<file path="config.mk">
export PLATFORM = sky130hd
export DESIGN_NAME = mem_access
export DESIGN_NICKNAME = d
export VERILOG_FILES = /design/src/rtl/mem_access_pkg.sv /design/src/rtl/mem_lane_align.sv /design/src/rtl/mem_access.sv
export SDC_FILE = /design/constraint.sdc
export NUM_CORES = 1
export LEC_CHECK = 0
export CELL_PAD_IN_SITES_DETAIL_PLACEMENT = 2
export CELL_PAD_IN_SITES_GLOBAL_PLACEMENT = 2
export CORE_MARGIN = 4
export CORE_UTILIZATION = 25
export DETAILED_ROUTE_END_ITERATION = 10
export GPL_TIMING_DRIVEN = 0
export MAX_ROUTING_LAYER = met4
export PLACE_DENSITY_LB_ADDON = 0.3
export SETUP_SLACK_MARGIN = 0.05
export SLEW_MARGIN = 20
export SYNTH_ARGS = -nofsm -noshare
export SYNTH_HDL_FRONTEND = slang
export SYNTH_SLANG_ARGS = --single-unit
</file>
<file path="constraint.sdc">
create_clock -name clk -period 10.1 [get_ports clk]
set_input_delay 2.02 -clock clk [delete_from_list [all_inputs] [get_ports clk]]
set_output_delay 2.02 -clock clk [all_outputs]
set_load 0.01 [all_outputs]
</file>
<file path="src/rtl/mem_access_pkg.sv">
// Shared definitions for the MEM stage: bus widths, mem_op codes,
// FSM state encodings and small op-class decode helpers.
package mem_access_pkg;

  localparam int DATA_W = 32;
  localparam int ADDR_W = 32;
  localparam int BE_W   = 4;
  localparam int REG_W  = 5;
  localparam int OP_W   = 4;

  typedef enum logic [OP_W-1:0] {
    OP_NONE = 4'd0,
    OP_LB   = 4'd1,
    OP_LBU  = 4'd2,
    OP_LH   = 4'd3,
    OP_LHU  = 4'd4,
    OP_LW   = 4'd5,
    OP_SB   = 4'd6,
    OP_SH   = 4'd7,
    OP_SW   = 4'd8
  } mem_op_e;

  typedef enum logic [1:0] {
    S_IDLE = 2'd0,
    S_BUSY = 2'd1,
    S_DONE = 2'd2
  } state_e;

  function automatic logic is_load(input logic [OP_W-1:0] op);
    return (op == OP_LB) || (op == OP_LBU) || (op == OP_LH) ||
           (op == OP_LHU) || (op == OP_LW);
  endfunction

  function automatic logic is_store(input logic [OP_W-1:0] op);
    return (op == OP_SB) || (op == OP_SH) || (op == OP_SW);
  endfunction

endpackage

</file>
<file path="src/rtl/mem_lane_align.sv">
// Big-endian lane handling: byte-enable and data replication for stores,
// lane select with sign/zero extension for loads. Purely combinational.
module mem_lane_align import mem_access_pkg::*; (
  input  logic [OP_W-1:0]   mem_op,
  input  logic [1:0]        offset,
  input  logic [DATA_W-1:0] store_data,
  input  logic [DATA_W-1:0] load_word,
  output logic [BE_W-1:0]   be,
  output logic [DATA_W-1:0] wdata,
  output logic [DATA_W-1:0] load_data
);

  logic [7:0]  byte_sel;
  logic [15:0] half_sel;

  // Lane select (offset 0 is the most significant byte) and per-op shaping
  always_comb begin
    case (offset)
      2'd0:    byte_sel = load_word[31:24];
      2'd1:    byte_sel = load_word[23:16];
      2'd2:    byte_sel = load_word[15:8];
      default: byte_sel = load_word[7:0];
    endcase
    // Halfword uses offset[1] only, so a stray offset[0] never shifts lanes
    half_sel  = offset[1] ? load_word[15:0] : load_word[31:16];
    be        = 4'b1111;
    wdata     = store_data;
    load_data = load_word;
    case (mem_op)
      OP_LB:   load_data = {{(DATA_W-8){byte_sel[7]}}, byte_sel};
      OP_LBU:  load_data = {{(DATA_W-8){1'b0}}, byte_sel};
      OP_LH:   load_data = {{(DATA_W-16){half_sel[15]}}, half_sel};
      OP_LHU:  load_data = {{(DATA_W-16){1'b0}}, half_sel};
      OP_SB: begin
        be    = 4'b1000 >> offset;
        wdata = {4{store_data[7:0]}};
      end
      OP_SH: begin
        be    = offset[1] ? 4'b0011 : 4'b1100;
        wdata = {2{store_data[15:0]}};
      end
      default: ;
    endcase
  end

endmodule

</file>
<file path="src/rtl/mem_access.sv">
// MEM stage: issues one data-memory request per load/store, stalls the
// front of the pipeline until the ack arrives, and presents the result
// to MEM/WB. Optional misalignment trap: define MEM_ALIGN_CHECK_EN.
module mem_access import mem_access_pkg::*; (
  input  logic              clk,
  input  logic              rst,
  input  logic [DATA_W-1:0] alu_result_i,
  input  logic [DATA_W-1:0] store_data_i,
  input  logic [REG_W-1:0]  rd_addr_i,
  input  logic              rd_write_i,
  input  logic [OP_W-1:0]   mem_op_i,
  output logic [DATA_W-1:0] write_data_o,
  output logic [REG_W-1:0]  rd_addr_o,
  output logic              rd_write_o,
  output logic              stall_o,
  output logic              dmem_req_o,
  output logic              dmem_we_o,
  output logic [ADDR_W-1:0] dmem_addr_o,
  output logic [BE_W-1:0]   dmem_be_o,
  output logic [DATA_W-1:0] dmem_wdata_o,
  input  logic [DATA_W-1:0] dmem_rdata_i,
  input  logic              dmem_ack_i,
  output logic              align_err_o
);

  state_e state_q, state_d;

  logic              load_op, store_op, mem_valid, misalign, start;
  logic              req_q, we_q;
  logic [ADDR_W-1:0] addr_q;
  logic [DATA_W-1:0] wdata_q, rdata_q;
  logic [BE_W-1:0]   be_q;
  logic [BE_W-1:0]   lane_be;
  logic [DATA_W-1:0] lane_wdata, lane_load;

  assign load_op   = is_load(mem_op_i);
  assign store_op  = is_store(mem_op_i);
  assign mem_valid = load_op | store_op;

`ifdef MEM_ALIGN_CHECK_EN
  assign misalign =
    (((mem_op_i == OP_LH) || (mem_op_i == OP_LHU) || (mem_op_i == OP_SH)) && alu_result_i[0]) ||
    (((mem_op_i == OP_LW) || (mem_op_i == OP_SW)) && (alu_result_i[1:0] != 2'b00));
  assign align_err_o = ~rst & (state_q == S_IDLE) & mem_valid & misalign;
`else
  assign misalign    = 1'b0;
  assign align_err_o = 1'b0;
`endif

  // A misaligned op (when trapped) never starts a request
  assign start = mem_valid & ~misalign;

  // EX/MEM is held during the access, so the same inputs shape both the
  // outgoing store data and the returning load data
  mem_lane_align u_lane (
    .mem_op     (mem_op_i),
    .offset     (alu_result_i[1:0]),
    .store_data (store_data_i),
    .load_word  (rdata_q),
    .be         (lane_be),
    .wdata      (lane_wdata),
    .load_data  (lane_load)
  );

  // State register
  always_ff @(posedge clk) begin
    if (rst) state_q <= S_IDLE;
    else     state_q <= state_d;
  end

  // Next-state logic
  always_comb begin
    state_d = state_q;
    case (state_q)
      S_IDLE:  if (start) state_d = S_BUSY;
      S_BUSY:  if (dmem_ack_i) state_d = S_DONE;
      S_DONE:  state_d = S_IDLE;
      default: state_d = S_IDLE;
    endcase
  end

  // Registered request strobe, high for exactly the BUSY cycles
  always_ff @(posedge clk) begin
    if (rst) req_q <= 1'b0;
    else     req_q <= (state_d == S_BUSY);
  end

  // Request payload frozen on entry to BUSY so the bus stays stable
  always_ff @(posedge clk) begin
    if ((state_q == S_IDLE) && start) begin
      addr_q  <= {alu_result_i[ADDR_W-1:2], 2'b00};
      be_q    <= lane_be;
      wdata_q <= lane_wdata;
      we_q    <= store_op;
    end
  end

  // Capture read data on the ack; acks outside BUSY are ignored
  always_ff @(posedge clk) begin
    if (rst)                                rdata_q <= '0;
    else if ((state_q == S_BUSY) && dmem_ack_i) rdata_q <= dmem_rdata_i;
  end

  // Output logic: stall, bubble insertion and write-back selection
  always_comb begin
    stall_o      = 1'b0;
    rd_write_o   = 1'b0;
    write_data_o = alu_result_i;
    rd_addr_o    = rd_addr_i;
    case (state_q)
      S_IDLE: begin
        stall_o    = start;
        rd_write_o = rd_write_i & ~mem_valid;
      end
      S_BUSY: stall_o = 1'b1;
      S_DONE: begin
        if (load_op) begin
          write_data_o = lane_load;
          rd_write_o   = rd_write_i;
        end
      end
      default: ;
    endcase
    if (rst) begin
      stall_o      = 1'b0;
      rd_write_o   = 1'b0;
      write_data_o = '0;
      rd_addr_o    = '0;
    end
  end

  assign dmem_req_o   = req_q;
  assign dmem_we_o    = req_q & we_q & ~rst;
  assign dmem_be_o    = rst ? '0 : be_q;
  assign dmem_addr_o  = addr_q;
  assign dmem_wdata_o = wdata_q;

endmodule

</file>
==> Word level (Yosys, flattened, before mapping) <==
Cells that the tools add are included.
{ "totals": {"register_bits": 102, "input_bits": 109} }
{ "op_classes": {"eq_ne": 13, "n_shift": 1, "muxes": 19, "n_bitwise": 6, "reduce_logical": 10} }
{ "ops": {"columns": ["op", "count"], "rows": [
  ["case mux 32 bit (4 select lines)", 1],
  ["two-way mux 32 bit", 3],
  ["case mux 32 bit (2 select lines)", 1],
  ["case mux 8 bit (3 select lines)", 1],
  ["equality test 4 x 3 -> 1 bit (second input constant)", 4],
  ["two-way mux 16 bit", 1],
  ["equality test 4 x 2 -> 1 bit (second input constant)", 2],
  ["two-way mux 4 bit", 2],
  ["case mux 4 bit (2 select lines)", 1],
  ["equality test 2 x 1 -> 1 bit (second input constant)", 3],
  ["logical OR 1 bit", 6],
  ["two-way mux 5 bit", 1],
  ["equality test 2 bit (second input constant)", 2],
  ["equality test 4 x 1 -> 1 bit (second input constant)", 1],
  ["equality test 4 bit (second input constant)", 1],
  ["zero test 2 bit", 2],
  ["two-way mux 2 bit", 2],
  ["case mux 1 bit (2 select lines)", 2],
  ["case mux 2 bit (2 select lines)", 1],
  ["right shift 4 x 2 -> 4 bit (first input constant)", 1],
  ["AND 1 bit", 3],
  ["two-way mux 1 bit", 3],
  ["logical AND 1 bit", 2],
  ["inverter 1 bit", 2],
  ["OR 1 bit", 1]
]} }

==> Depth between registers and ports, before layout <==
{ "logic_depth": {"ltp_word": 10, "depth_mapped": 8, "ltp_nobuf": 4} }

==> Modules after synthesis <==
Synthesis repeated with hierarchy kept, for this count alone.
{ "unflattened": {"cells_unflattened": 513, "hier_area_um2": 5549.1} }
{ "modules_own_cells": {"columns": ["module", "n_inst", "cells_per_inst", "area_each_um2"], "rows": [
  ["mem_access", 1, 354, 4197.8],
  ["mem_lane_align", 1, 159, 1351.3]
]} }

==> Worst setup path before layout <==
OpenSTA, ideal clock, no wires.
{ "synth_timing": {"kind": "input port to flip-flop", "startpoint": "input mem_op_i[1]", "endpoint": "register be_q[0] (enable)", "arrival_time_ns": 7.633, "path_slack_ns": 1.879, "cell_stages": 4, "cell_sequence": "buf_2 nor3_2 xnor2_1 nor3b_1"} }
{ "synth_between": {"elab_chain_cells": 7, "word_cells_on_any_way": 16, "cone_classes": "8 x eq/ne; 1 x bitwise; 7 x reduce/logical"} }
{ "synth_lines": {"columns": ["item", "line_no", "source"], "rows": [
  ["start, declared", "mem_access.sv:11", "input logic [OP_W-1:0] mem_op_i,"],
  ["equality test 4 x 1 -> 1 bit or equality test 4 x 2 -> 1 bit (tied branches)", "mem_access_pkg.sv:30", "return (op == OP_LB) || (op == OP_LBU) || (op == OP_LH) ||"],
  ["logical OR 1 bit (3 in series)", "mem_access_pkg.sv:30", null],
  ["logical OR 1 bit", "mem_access_pkg.sv:31", "(op == OP_LHU) || (op == OP_LW);"],
  ["OR 1 bit *", "mem_access.sv:38", "assign mem_valid = load_op | store_op;"],
  ["logical AND 1 bit *", "mem_access.sv:90", "if ((state_q == S_IDLE) && start) begin"],
  ["end signal, assigned", "mem_access.sv:92", "be_q <= lane_be;"],
  ["end, declared", "mem_access.sv:32", "logic [BE_W-1:0] be_q;"]
]} }
Mark *: on every way between the ends. The rest lies on a longest branch, timed or not.
A chain may end at the register's enable or synchronous reset.

==> Worst setup path in the final report <==
{ "layout_timing": {"startpoint": "input mem_op_i[0]", "endpoint": "output write_data_o[9]"} }
{ "layout_between": {"elab_chain_cells": 8, "word_cells_on_any_way": 13, "cone_classes": "5 x eq/ne; 4 x mux; 4 x reduce/logical"} }
{ "layout_lines": {"columns": ["item", "line_no", "source"], "rows": [
  ["equality test 4 x 1 -> 1 bit or equality test 4 x 2 -> 1 bit (tied branches)", "mem_access_pkg.sv:30, mem_lane_align.sv:29", null],
  ["logical OR 1 bit (3 in series)", "mem_access_pkg.sv:30", null],
  ["logical OR 1 bit", "mem_access_pkg.sv:31", null],
  ["two-way mux 32 bit *", "mem_access.sv:117", "if (load_op) begin"],
  ["two-way mux 32 bit *", "mem_access.sv:110", "case (state_q)"],
  ["two-way mux 32 bit *", "mem_access.sv:124", "if (rst) begin"],
  ["end, declared", "mem_access.sv:12", "output logic [DATA_W-1:0] write_data_o,"]
]} }
Marked as above.

==> reports/metrics.yaml <==
outcome: "complete, no violations"
pwr-share-seq_pct: 45.4
initial_core_util_pct: 25.48
routed_wl_um: 21310
hpwlAfterDp_um: 17220
gp_congestion: 0.8351
clkLatencyLatePin_ps: 360
hold_class: "reg -> reg"
synth-edff-count: 67
slew_headroom_pct: 50.74
fp.dieW_um: 149.1
synth_xor_area_share_pct: 0.3520
cts_tree: "done"
worst_slew_pin_slew_ps: 738.9
final_cell_mix: "210 x clkdlybuf4s50_1, 109 x nand2_1, 67 x edfxtp_1"
clkTransAtPathRegs_ps: 70
synth_top_family_by_area: "compound AO/OA/AOI/OAI gates"
die_area_mm2: 0.02222
ys_ff_latch: 102
antenna_found_initial: 0
cts_max_path_buffers: 2
pre_cts_ws_ps: 3144
synthFlopType: "edfxtp_1"
syn-instance-count: 481
ant_nets: 0
path_buf_inv: 3
critical_path_required_ps: 8080
synth_fa_ha_area_share_pct: 0
powerDensity_mw_per_mm2: 141.0
power_switching_share_pct: 27.23
critPathSlowestCell: "clkdlybuf4s50_1"
clockPowerShare_pct: 33.1
avgSynthCellArea_um2: 10.35
dr_total_vias: 4732
ys_seq_area_share_pct: 54.51
overflow: 0
grt_max_degree: 18
portBuffers: 210
start_kind: "input pin"
via_per_inst: 4.824
cts_resized: 0
drc: 0
r2r_end: "dmem_addr_o[22]"
synth_compound_area_share_pct: 16.77
crit_fanout: 10
setup_viol: 0
core_area_mm2: 0.01953
cts_num_sinks: 102
clock.fmax_mhz: 141.4
fp.dieH_um: 149.1
grt_setup_unrepaired: "no"
post-place-cells: 965
synthDistinctLibCells: 49
p_comb_share_pct: 21.5
synth_area_mm2: 0.004976
p_switching_w: 0.0002984
netlist.area_leader.share_pct: 40.43
cts_max_level: 3
critical_path.startpoint: "mem_op_i[0]"
cts_buffers: 9
timing.critical_path.mode_cell: "clkdlybuf4s50_1"
reg2reg_depth: 6
cts-root-buf: "clkbuf_16"
peakVddDrop_mv: 0.07620
area_growth_pct: 56.17
maxCapViolCount: 0
critPathArrivalTime_ps: 5050
synth_area_leader_cell: "edfxtp_1"
rr_startpoint: "state_q[1]"
async_flop_share_pct: 0
first_pass_iters: 4
crit_type: "in -> out"
crit_cells: 7
ios: 219
skew_ps: 8.857
drt_first_iter_violations: 230
endpoint_kind: "output port"
final_util_pct: 39.80
drv_slew: 0
place_area_mm2: 0.007475
p_int_w: 0.0007973
drive_gt1_share_pct: 10.61
grt_pass1_vias: 5336
layout_commonest_cell: "clkdlybuf4s50_1"
yosysWarnings: 0
setup_slack_ps: 3026
fin_area_mm2: 0.007771
synth.area.top_cells: "edfxtp_1 40%, dfxtp_1 14%, nand2_1 8.2%, a21oi_1 4.2%, mux4_2 3.6%"
finalPower_w: 0.001096
post_cts_buffers: 0
finalCriticalPeriod_ps: 7074
synthMuxAreaShare_pct: 7.694
cts-hold-fix-buffers: 0
hold_viol: 0
routedWlPerCell_um: 21.72
path_delay_family: "buffers and inverters"
fp-row-count: 51
synth-simple-area-share_pct: 16.49
stdcell_count: 981
nets: 820
endpoint: "write_data_o[9]"
reg2reg_slack_ps: 7900
crit_path_max_incr_delay_ps: 650
p_leak_nw: 2.653
final.period_utilization_pct: 70.04
grt_pass1_wl_um: 31750
n_antenna_cell: 0
grt.total_usage_pct: 19.37
path_cells: "clkdlybuf4s50_1 > nor3_2 > a2111o_1 > clkbuf_1 > a21oi_1 > a311oi_1 > clkdlybuf4s50_1"
kinds of logic (layout without fill, tap and decap cells):
| kind of cell | count (synthesis) | in the layout |
|---|---|---|
| and+or+nand+nor | 189 | 189 |
| xor gates and xnor gates | 2 | 2 |
| buffers and inverters | 44 | 277 |
| DFF | 102 | 102 |
| other | 1 | 3 |
| muxes | 27 | 27 |
| AOI/OAI and AO/OA | 116 | 116 |
cells in the mapped netlist (2+ instances only):
master / number
mux2i_1: 9
nand3_1: 7
buf_2: 13
mux2_2: 10
edfxtp_1: 67
buf_4: 4
or3b_1: 2
o21ai_0: 29
mux4_2: 8
nor2_1: 41
a21oi_1: 42
buf_1: 2
nor4b_1: 3
inv_1: 3
o2bb2ai_2: 10
a311oi_1: 14
nor2b_1: 10
o2bb2ai_1: 6
o21bai_1: 3
and3_1: 2
nand2_1: 109
clkbuf_1: 21
dfxtp_1: 35
nor3_1: 6
per-layer routing:
metal / track usage (%) / vias up / wire, µm
li1: - / 2185 / -
met4: 5.629 / 0 / 451
met2: 34.22 / 188 / 10920
met1: 22.06 / 2328 / 8654
met3: 4.284 / 31 / 1285
met5: - / - / 0
power groups by stage:
stage	sequential (W)	clock, W	combinational, W
2_1_floorplan	0.000518	0	0.0000786
3_3_place_gp	0.000513	0	0.000225
3_5_place_dp	0.000508	0	0.000237
4_1_cts	0.000499	0.000372	0.000239
5_1_grt	0.000501	0.000388	0.000252
6_report	0.000498	0.000362	0.000236
area by class of cell:
cell class              count  area, µm²
inverters                   3      11.26
clock inverters             6      67.56
clock buffers              10      229.0
fillers                  2130      11760
multi-input cells         337       2072
plain buffers              41      192.7
repair buffers            217       2155
well taps                 265      331.6
flip-flops and latches    102       2713
metrics by stage:
stage          hold slack, ps  TNS, ps
3_5_place_dp            476.4        0
2_1_floorplan           442.7        0
6_report                484.0        0
5_1_grt                 510.6        0
3_3_place_gp            461.8   -82140
4_1_cts                 487.1        0
worst min-delay path by stage:
stage               slack (ps)         end       start  cells past startpoint
global route               510  rdata_q[4]  rdata_q[4]                      2
CTS                        490  rdata_q[3]  rdata_q[3]                      2
finish                     480  rdata_q[3]  rdata_q[3]                      2
detailed placement         480  rdata_q[3]  rdata_q[3]                      2
floorplan                  440  rdata_q[0]  rdata_q[0]                      2
global placement           460  rdata_q[5]  rdata_q[5]                      2
state kept, by name, indices dropped and copies added, names as in the netlist:
name	cells
rdata_q	32
dmem_addr_o	30
dmem_req_o	1
be_q	4
state_q	2
we_q	1
dmem_wdata_o	32
worst reg2reg max path: stages, from the launching register on:
cell and delay [ps]:
dfxtp_1 300, buf_2 170, nor3b_2 470, buf_4 280, buf_4 210, buf_4 220
buf_4 240
(Power assumes the default switching activity.)
